`src/rtl/mem_xbar_pkg.sv`:
```
// Shared types and helpers for the mem_xbar request/response crossbar.
// The response tag travels with every granted access until its response is delivered.
package mem_xbar_pkg;

    localparam int MAX_MASTERS    = 8;
    localparam int MAX_SLAVES     = 8;
    localparam int MAX_ADDR_WIDTH = 64;
    localparam int SLV_IDW        = $clog2(MAX_SLAVES);

    typedef struct packed {
        logic               valid;
        logic [SLV_IDW-1:0] slv;
        logic               is_read;
        logic               err;
    } rsp_tag_t;

    function automatic logic addr_hit(input logic [MAX_ADDR_WIDTH-1:0] addr,
                                      input logic [MAX_ADDR_WIDTH-1:0] base,
                                      input logic [MAX_ADDR_WIDTH-1:0] mask);
        return (addr & mask) == base;
    endfunction

endpackage

```
`src/rtl/mem_xbar_rr_arbiter.sv`:
```
// Round-robin arbiter: one-hot grant over req, search starts at the pointer,
// pointer moves to winner+1 after a grant and holds while idle.
module rr_arbiter #(
    parameter int N = 2
) (
    input  logic         clk_i,
    input  logic         rst_i,
    input  logic [N-1:0] req_i,
    output logic [N-1:0] gnt_o
);

    localparam int PW = (N > 1) ? $clog2(N) : 1;

    logic [PW-1:0] ptr_q;
    logic [PW-1:0] ptr_d;
    logic [PW-1:0] win;
    logic          found;

    always_comb begin
        gnt_o = '0;
        win   = '0;
        found = 1'b0;
        for (int i = 0; i < N; i++) begin
            if (!found && req_i[(int'(ptr_q) + i) % N]) begin
                found = 1'b1;
                win   = PW'((int'(ptr_q) + i) % N);
            end
        end
        if (found) gnt_o[win] = 1'b1;
        ptr_d = ptr_q;
        if (found) ptr_d = (win == PW'(N - 1)) ? '0 : win + PW'(1);
    end

    always_ff @(posedge clk_i) begin
        if (rst_i) ptr_q <= '0;
        else       ptr_q <= ptr_d;
    end

endmodule

```
`src/rtl/mem_xbar.sv`:
```
// NUM_MASTERS x NUM_SLAVES BRAM-style crossbar with base/mask decode and per-slave round robin.
// Optional macro MEM_XBAR_DECERR_EN: unmapped accesses answer with m_err_o instead of hitting the last slave.
module mem_xbar
    import mem_xbar_pkg::*;
#(
    parameter int NUM_MASTERS = 2,
    parameter int NUM_SLAVES  = 2,
    parameter int ADDR_WIDTH  = 32,
    parameter int DATA_WIDTH  = 64,
    parameter int RD_LATENCY  = 1,
    parameter logic [NUM_SLAVES*ADDR_WIDTH-1:0] SLV_BASE = '0,
    parameter logic [NUM_SLAVES*ADDR_WIDTH-1:0] SLV_MASK = '0
) (
    input  logic                              clk_i,
    input  logic                              rst_i,
    input  logic [NUM_MASTERS-1:0]            m_req_i,
    input  logic [NUM_MASTERS*DATA_WIDTH/8-1:0] m_we_i,
    input  logic [NUM_MASTERS*ADDR_WIDTH-1:0] m_addr_i,
    input  logic [NUM_MASTERS*DATA_WIDTH-1:0] m_wdata_i,
    output logic [NUM_MASTERS-1:0]            m_gnt_o,
    output logic [NUM_MASTERS-1:0]            m_rvalid_o,
    output logic [NUM_MASTERS*DATA_WIDTH-1:0] m_rdata_o,
    output logic [NUM_MASTERS-1:0]            m_err_o,
    output logic [NUM_SLAVES-1:0]             s_en_o,
    output logic [NUM_SLAVES*DATA_WIDTH/8-1:0] s_we_o,
    output logic [NUM_SLAVES*ADDR_WIDTH-1:0]  s_addr_o,
    output logic [NUM_SLAVES*DATA_WIDTH-1:0]  s_wdata_o,
    input  logic [NUM_SLAVES*DATA_WIDTH-1:0]  s_rdata_i
);

    localparam int BE = DATA_WIDTH / 8;
    localparam int AW = ADDR_WIDTH;
    localparam int DW = DATA_WIDTH;

    // Handshake: m_req_i is a valid that holds with stable we/addr/wdata until m_gnt_o;
    // the access transfers in the cycle both are high, and exactly one m_rvalid_o
    // pulse follows RD_LATENCY cycles later. Masters have no backpressure on responses.

    logic [NUM_MASTERS-1:0] mapped;
    logic [SLV_IDW-1:0]     tgt     [NUM_MASTERS];
    logic [NUM_MASTERS-1:0] route;
    logic [NUM_MASTERS-1:0] dec_err;
    logic [NUM_MASTERS-1:0] slv_req [NUM_SLAVES];
    logic [NUM_MASTERS-1:0] slv_gnt [NUM_SLAVES];
    rsp_tag_t               tag_in  [NUM_MASTERS];
    rsp_tag_t               pipe    [NUM_MASTERS][RD_LATENCY];

    // Descending scan so the lowest-index matching slave is the one left standing.
    always_comb begin
        for (int m = 0; m < NUM_MASTERS; m++) begin
            mapped[m] = 1'b0;
            tgt[m]    = SLV_IDW'(NUM_SLAVES - 1);
            for (int s = NUM_SLAVES - 1; s >= 0; s--) begin
                if (addr_hit(MAX_ADDR_WIDTH'(m_addr_i[m*AW +: AW]),
                             MAX_ADDR_WIDTH'(SLV_BASE[s*AW +: AW]),
                             MAX_ADDR_WIDTH'(SLV_MASK[s*AW +: AW]))) begin
                    mapped[m] = 1'b1;
                    tgt[m]    = SLV_IDW'(s);
                end
            end
        end
    end

`ifdef MEM_XBAR_DECERR_EN
    assign route   = m_req_i & mapped;
    assign dec_err = rst_i ? '0 : (m_req_i & ~mapped);
`else
    assign route   = m_req_i;
    assign dec_err = '0;
`endif

    always_comb begin
        for (int s = 0; s < NUM_SLAVES; s++) begin
            for (int m = 0; m < NUM_MASTERS; m++) begin
                slv_req[s][m] = route[m] && !rst_i && (tgt[m] == SLV_IDW'(s));
            end
        end
    end

    for (genvar s = 0; s < NUM_SLAVES; s++) begin : g_arb
        rr_arbiter #(.N(NUM_MASTERS)) u_arb (
            .clk_i (clk_i),
            .rst_i (rst_i),
            .req_i (slv_req[s]),
            .gnt_o (slv_gnt[s])
        );
    end

    always_comb begin
        m_gnt_o = dec_err;
        for (int s = 0; s < NUM_SLAVES; s++) m_gnt_o = m_gnt_o | slv_gnt[s];
    end

    always_comb begin
        s_en_o    = '0;
        s_we_o    = '0;
        s_addr_o  = '0;
        s_wdata_o = '0;
        for (int s = 0; s < NUM_SLAVES; s++) begin
            s_en_o[s] = |slv_gnt[s];
            for (int m = 0; m < NUM_MASTERS; m++) begin
                if (slv_gnt[s][m]) begin
                    s_we_o[s*BE +: BE]    = m_we_i[m*BE +: BE];
                    s_addr_o[s*AW +: AW]  = m_addr_i[m*AW +: AW];
                    s_wdata_o[s*DW +: DW] = m_wdata_i[m*DW +: DW];
                end
            end
        end
    end

    always_comb begin
        for (int m = 0; m < NUM_MASTERS; m++) begin
            tag_in[m] = '0;
            if (m_gnt_o[m]) begin
                tag_in[m].valid   = 1'b1;
                tag_in[m].slv     = tgt[m];
                tag_in[m].is_read = ~|m_we_i[m*BE +: BE];
                tag_in[m].err     = dec_err[m];
            end
        end
    end

    always_ff @(posedge clk_i) begin
        if (rst_i) begin
            for (int m = 0; m < NUM_MASTERS; m++)
                for (int k = 0; k < RD_LATENCY; k++) pipe[m][k] <= '0;
        end else begin
            for (int m = 0; m < NUM_MASTERS; m++) begin
                pipe[m][0] <= tag_in[m];
                for (int k = 1; k < RD_LATENCY; k++) pipe[m][k] <= pipe[m][k-1];
            end
        end
    end

    // The tagged slave's read port is sampled as the response leaves the pipeline.
    always_comb begin
        m_rvalid_o = '0;
        m_err_o    = '0;
        m_rdata_o  = '0;
        for (int m = 0; m < NUM_MASTERS; m++) begin
            if (!rst_i && pipe[m][RD_LATENCY-1].valid) begin
                m_rvalid_o[m] = 1'b1;
`ifdef MEM_XBAR_DECERR_EN
                m_err_o[m]    = pipe[m][RD_LATENCY-1].err;
`endif
                if (pipe[m][RD_LATENCY-1].is_read && !pipe[m][RD_LATENCY-1].err) begin
                    for (int s = 0; s < NUM_SLAVES; s++) begin
                        if (pipe[m][RD_LATENCY-1].slv == SLV_IDW'(s))
                            m_rdata_o[m*DW +: DW] = s_rdata_i[s*DW +: DW];
                    end
                end
            end
        end
    end

endmodule

```
`config.mk`:
```
export PLATFORM = sky130hd
export DESIGN_NAME = mem_xbar
export DESIGN_NICKNAME = d
export VERILOG_FILES = /design/src/rtl/mem_xbar_pkg.sv /design/src/rtl/mem_xbar_rr_arbiter.sv /design/src/rtl/mem_xbar.sv
export SDC_FILE = /design/constraint.sdc
export NUM_CORES = 1
export LEC_CHECK = 0
export BUFFER_PORTS_ARGS = -buffer_cell sky130_fd_sc_hd__buf_2
export CAP_MARGIN = 20
export CORE_AREA = 2 2 265 267
export DETAILED_ROUTE_END_ITERATION = 10
export DIE_AREA = 0 0 267 269
export GPL_TIMING_DRIVEN = 0
export SYNTH_ARGS = -nofsm -noshare
export SYNTH_HDL_FRONTEND = slang
export SYNTH_SLANG_ARGS = --single-unit
```
`constraint.sdc`:
```
create_clock -name clk_i -period 2.27 [get_ports clk_i]
set_input_delay 0.454 -clock clk_i [delete_from_list [all_inputs] [get_ports clk_i]]
set_output_delay 0.454 -clock clk_i [all_outputs]
set_load 0.1 [all_outputs]
```
==> flow_metrics.env, run 1 <==
export IMPL_rows=97
export IMPL_p_leak_nw=6.53
export IMPL_finClkSkew_ps=0.638
export IMPL_vias=6473
export IMPL_yosys_top_cells_count="and3_1, buf_4, inv_1"
export IMPL_die_area_sq_mm=0.0718
export IMPL_clkTransAtPathRegs_ps=40
export IMPL_wl_per_cell_um=14.9
export IMPL_synth_largest_type_area_fraction_pct=26.5
export IMPL_ys_seq_area_share_pct=2.55
export IMPL_clockBufferDepth=2
export IMPL_maxSlewHeadroom_pct=62.7
export IMPL_hpwl_um=26200
export IMPL_place_ws_ps=-922
export IMPL_hold_viol_final=0
export IMPL_cts_buffers=3
export IMPL_worst_slew_pin_transition_ps=563
export IMPL_crit_slowest_cell="dfxtp_2"
export IMPL_slew_violations=0
export IMPL_max_clock_freq_mhz=418
export IMPL_arrival_ps=1940
export IMPL_ys_top_cells_by_area="mux2i_1, buf_4, and3_1"
export IMPL_status="finished with violations"
export IMPL_die_h_um=269
export IMPL_drc=0
export IMPL_p_per_area_mw_per_mm2=357
export IMPL_gp_congestion=0.840
export IMPL_grt_pass1_vias=6241
export IMPL_vdd_drop_max_mv=0.193
export IMPL_dr_pass1_iters=4
export IMPL_antenna_found_initial=20
export IMPL_yosysUniqueCellTypes=18
export IMPL_synth_edf_count=0
export IMPL_switching_share_pct=62.3
export IMPL_drive_gt1_share_pct=65.3
export IMPL_clkPwrFrac_pct=6.9
export IMPL_setup_viol=73
export IMPL_path_cells="nand2b_4 -> nand3b_1 -> buf_12 -> buf_16 -> buf_12 -> buf_8 -> buf_16 -> mux2i_4 -> buf_12"
export IMPL_violations="negative setup slack"
export IMPL_synth_most_common_cell="and3_1"
export IMPL_hold_ws_ps=477
export IMPL_finalCriticalPeriod_ps=2400
export IMPL_yosys_warnings=0
export IMPL_setup_tns_final_ps=-3320
export IMPL_ctsRootBufferMaster="clkbuf_16"
export IMPL_tritoncts="built"
export IMPL_ant_nets=0
export IMPL_insertion_delay_ps=230
export IMPL_initial_core_util_pct=5.67
export IMPL_setup_ws_ps=-125
export IMPL_crit_path_start_kind="flip-flop"
export IMPL_pwr_share_seq_pct=2.2
export IMPL_hold_path_class="in2reg"
export IMPL_internal_power_w=0.00161
export IMPL_cp_common_cell="buf_12"
export IMPL_grt_pass1_wl_um=41700
export IMPL_io_buffers=512
export IMPL_gr_total_overflow=0
export IMPL_cap_violations=0
export IMPL_combinationalPowerShare_pct=90.9
export IMPL_cp_max_fo=5
export IMPL_area_growth_pct=204
export IMPL_path_class="reg2out"
export IMPL_ys_ff_latch=5
export IMPL_fillers=7681
export IMPL_synth_area_sq_mm=0.00393
export IMPL_async_flop_share_pct=0
export IMPL_yosys_area_top_type="mux2i_1"
export IMPL_cpPeakStageDelay_ps=310
export IMPL_grt_max_degree=11
export IMPL_via_per_inst=2.91
export IMPL_p_sw_w=0.00266
export IMPL_avgSynthCellArea_sq_um=6.32
export IMPL_critPathRequiredTime_ps=1820
export IMPL_fin_util_pct=17.2
export IMPL_first_iter_violations=182
export IMPL_ioPinCount=684
export IMPL_period_share_pct=106
export IMPL_final_area_sq_mm=0.0120
export IMPL_cts_hold_fix_buffers=0
export IMPL_grt_use_total_pct=8.21
export IMPL_placed_area_sq_mm=0.00892
export IMPL_synthesis_instances=622
export IMPL_htreeDepth=1
export IMPL_rsz0062_at_grt="true"
export IMPL_synth_flop_cell="dfxtp_1"
export IMPL_cts_sinks=5
export IMPL_nets=1613
export IMPL_endpoint_kind="output pin"
export IMPL_core_sq_mm=0.0693
export IMPL_wirelength_um=33100
export IMPL_die_x_um=267
-- power groups by stage --
stage,combinational (W),clock [W],sequential [W]
floorplan,0.00256,0,0.0000941
global placement,0.00310,0,0.0000952
detailed placement,0.00310,0,0.0000952
CTS,0.00380,0.000304,0.0000940
global route,0.00401,0.000310,0.0000945
finish,0.00388,0.000296,0.0000941
-- kinds of logic (layout without fill, tap and decap cells) --
kind of cell           after synthesis  count (layout)  share of synthesized area [%]
AOI/OAI and AO/OA                    3               3                          0.573
buffers and inverters              265             809                           38.1
DFF                                  5               5                           2.55
muxes                              104             104                           26.5
other                                1             116                         0.0954
and+or+nand+nor                    244             244                           32.2
-- state kept, by name (all words and copies together) (netlist names) --
signal             flops
pipe                   4
g_arb.u_arb.ptr_q      1
-- repair_timing --
| action | in CTS | in global routing |
|---|---|---|
| pin swaps | 1 | 0 |
| endpoints found under the hold margin | 0 | 0 |
| buffers inserted | 17 | 4 |
| setup endpoints to repair | 226 | 186 |
| gates resized for setup | 555 | 99 |
| cloned | 15 | 4 |
-- per-stage QoR --
step / power, W / std cells
2_1_floorplan: 0.00266 / 728
3_3_place_gp: 0.00319 / 2180
3_5_place_dp: 0.00320 / 2180
4_1_cts: 0.00419 / 2215
5_1_grt: 0.00442 / 2218
6_report: 0.00427 / 2221
-- area by class of cell --
class,count,area [sq um],share of cell area (%)
clock buffers,4,78.8,0.659
well taps,940,1180,9.84
inverters,106,398,3.33
diodes,9,22.5,0.188
plain buffers,155,1370,11.5
flip-flops and latches,5,101,0.848
multi-input cells,458,3880,32.5
repair buffers,544,4920,41.2
-- routing by layer --
layer / track usage [%] / part of all wire (%) / vias up
met2: 15.4 / 50 / 467
met5: 0 / 0.26 / -
li1: - / - / 3081
met3: 3.34 / 11 / 78
met1: 7.66 / 33 / 2833
met4: 4.13 / 5.2 / 14
-- cells in the final DEF, fill, tap and decap left out --
cell type and n:
a21oi_1 1, nand2_2 7, dfxtp_1 4, mux2i_2 24
nand3b_1 1, nand2b_4 1, clkbuf_16 7, buf_8 9
clkbuf_1 5, clkbuf_4 16, nand2_4 1, diode_2 9
buf_6 33, conb_1 107, and3_1 112, o21a_1 1
and2_1 2, and3_2 18, clkbuf_2 17, buf_16 19
buf_12 96, buf_2 296, nand2_1 96, nor2b_1 2
o21ba_4 1, mux2i_4 80, inv_1 106, nor4_1 4
dfxtp_2 1, buf_4 205
-- critical path: cells and delay by family, from the launching register on --
| family | cells | cell delay [ps] |
|---|---|---|
| multiplexers | 1 | 280 |
| buffers and inverters | 6 | 860 |
| flip-flops | 1 | 310 |
| AND/OR/NAND/NOR | 2 | 240 |
-- final timing paths --
check,cells after the start,slack (ps),startpoint,endpoint
max,9,-130,g_arb[0].u_arb.ptr_q,s_wdata_o[41]
min,2,480,m_req_i[0],g_arb[0].u_arb.ptr_q
max reg2reg,7,960,g_arb[0].u_arb.ptr_q,pipe[0][11]
min reg2reg,2,550,g_arb[0].u_arb.ptr_q,g_arb[0].u_arb.ptr_q
No activity file was read; power rests on OpenSTA's default activity.
==> run 2: changes to the inputs <==
==> constraint.sdc (replaced) <==
create_clock -name clk_i -period 2.27 [get_ports clk_i]
set_input_delay 0.454 -clock clk_i [delete_from_list [all_inputs] [get_ports clk_i]]
set_output_delay 0.454 -clock clk_i [all_outputs]
set_load 0.05 [all_outputs]
==> run 2 against run 1 <==
The run still ends with negative setup slack left. Largest power group unchanged. Global-route usage is 0.52 points lower. Critical path type is now in2out. Clock power is 3% lower. Count of clock-buffer cells in the layout stayed put. Wire length is 6.1% lower. Register-to-register slack worse by 390 ps. Hold slack better by 52 ps. Clock skew hardly changed. Critical endpoint is now s_wdata_o[29].
==> flow_metrics.env, run 2 (synthesized netlist as in run 1, its figures left out) <==
export IMPL_status="finished with violations"
export IMPL_violations="negative setup slack"
export IMPL_drc=0
export IMPL_tritoncts="built"
export IMPL_gp_congestion=0.893
export IMPL_startpoint="m_req_i[0]"
export IMPL_die_area_sq_mm=0.0718
export IMPL_rows=97
export IMPL_vdd_drop_max_mv=0.174
export IMPL_crit_path_start_kind="input port"
export IMPL_initial_core_util_pct=5.67
export IMPL_worst_slew_pin_transition_ps=512
export IMPL_period_share_pct=100
export IMPL_endpoint_kind="output pin"
export IMPL_hold_viol_final=0
export IMPL_hpwl_um=26800
export IMPL_top_register="pipe"
export IMPL_nets=1592
export IMPL_finClkSkew_ps=0.404
export IMPL_ant_nets=0
export IMPL_first_iter_violations=159
export IMPL_p_leak_nw=5.98
export IMPL_p_sw_w=0.00152
export IMPL_gr_total_overflow=0
export IMPL_drive_gt1_share_pct=59.6
export IMPL_area_growth_pct=136
export IMPL_core_sq_mm=0.0693
export IMPL_finalCriticalPeriod_ps=2280
export IMPL_fillers=8013
export IMPL_clkPwrFrac_pct=10.9
export IMPL_clkTransAtPathRegs_ps=30
export IMPL_wirelength_um=31100
export IMPL_cp_max_fo=10
export IMPL_slew_violations=0
export IMPL_largest_register_ffs=4
export IMPL_grt_pass1_vias=5896
export IMPL_final_common_cell="buf_2"
export IMPL_pwr_share_seq_pct=3.6
export IMPL_grt_pass1_wl_um=39300
export IMPL_setup_viol=1
export IMPL_arrival_ps=1820
export IMPL_insertion_delay_ps=220
export IMPL_internal_power_w=0.00111
export IMPL_htreeDepth=1
export IMPL_ctsRootBufferMaster="clkbuf_16"
export IMPL_place_ws_ps=-669
export IMPL_cts_buffers=3
export IMPL_rsz0062_at_grt="true"
export IMPL_vias=6341
export IMPL_maxSlewHeadroom_pct=65.9
export IMPL_via_per_inst=2.89
export IMPL_total_power_w=0.00263
export IMPL_cap_violations=0
export IMPL_hold_path_class="in2reg"
export IMPL_switching_share_pct=57.8
export IMPL_antenna_found_initial=17
export IMPL_clockBufferDepth=2
export IMPL_ioPinCount=684
export IMPL_p_per_area_mw_per_mm2=284
export IMPL_cts_sinks=5
export IMPL_max_clock_freq_mhz=439
export IMPL_grt_use_total_pct=7.70
export IMPL_final_cell_mix="buf_2, buf_4, and3_1"
export IMPL_die_h_um=269
export IMPL_hold_ws_ps=529
export IMPL_hp_start="m_req_i[0]"
export IMPL_die_x_um=267
export IMPL_dr_pass1_iters=4
export IMPL_combinationalPowerShare_pct=85.6
export IMPL_top_regs="pipe x4, g_arb.u_arb.ptr_q x1"
export IMPL_rr_startpoint="g_arb[0].u_arb.ptr_q"
export IMPL_setup_ws_ps=-7.74
export IMPL_grt_max_degree=11
export IMPL_path_class="in2out"
export IMPL_critPathRequiredTime_ps=1820
export IMPL_fin_util_pct=13.4
export IMPL_wl_per_cell_um=14.2
export IMPL_io_buffers=512
run 2: cell types whose count changed in the layout (fill, tap and decap cells not counted), moves of 7 or more:
cell and change:
and3_1 +18, and3_2 -18, buf_12 -83, buf_16 -18
buf_2 +120, buf_4 -38, mux2i_1 +36, mux2i_2 +30
mux2i_4 -66, nand2_1 +7
run 2: cell type report:
class | count | area [sq um] | share of cell area [%]
Multi-Input combinational cell | 458 | 3130 | 33.7
Clock buffer | 4 | 78.8 | 0.850
Inverter | 106 | 398 | 4.29
Buffer | 157 | 1270 | 13.7
Antenna cell | 3 | 7.51 | 0.0810
Tap cell | 940 | 1180 | 12.7
Sequential cell | 5 | 103 | 1.11
Timing Repair Buffer | 521 | 3110 | 33.6
run 2: critical path, stage by stage:
cell	delay (ps)
buf_2	150
nand2b_4	50
nand3b_1	140
buf_12	180
buf_4	290
mux2i_2	250
buf_2	290
run 2: timing repair:
item,4_1_cts,5_1_grt
setup endpoints to repair,184,164
hold buffers,0,0
gates resized for setup,160,80
buffers inserted,5,0
pin swaps,1,0
cloned,1,3
run 2: worst paths after layout:
kind | end | slack [ps] | depth (start not counted)
hold / removal | g_arb[0].u_arb.ptr_q | 530 | 2
hold reg to reg | g_arb[0].u_arb.ptr_q | 560 | 2
setup / recovery | s_wdata_o[29] | -8 | 7
setup reg to reg | pipe[0][7] | 570 | 8
run 2: power by group through the flow:
stage          Clock (W)  Combinational (W)  Sequential, W
2_1_floorplan          0            0.00144      0.0000941
3_3_place_gp           0            0.00199      0.0000946
3_5_place_dp           0            0.00200      0.0000947
4_1_cts         0.000292            0.00217      0.0000936
5_1_grt         0.000300            0.00237      0.0000940
6_report        0.000287            0.00225      0.0000936
run 2: layer usage:
layer	vias to the layer above	wire, um	global-route usage, %	share of wire (%)
met2	508	15600	14.7	50
met5	-	28	0	0.090
met3	79	2290	1.37	7.4
li1	3014	-	-	-
met4	4	1460	3.49	4.7
met1	2736	11700	8.21	38
run 2: per-stage QoR:
step	instance area [sq um]	cells	TNS, ps
floorplan	4540	728	-3900
global placement	8280	2180	-36870
detailed placement	8280	2180	-39260
CTS	8930	2188	-493
global route	9270	2194	-2800
finish	9270	2194	-7.74
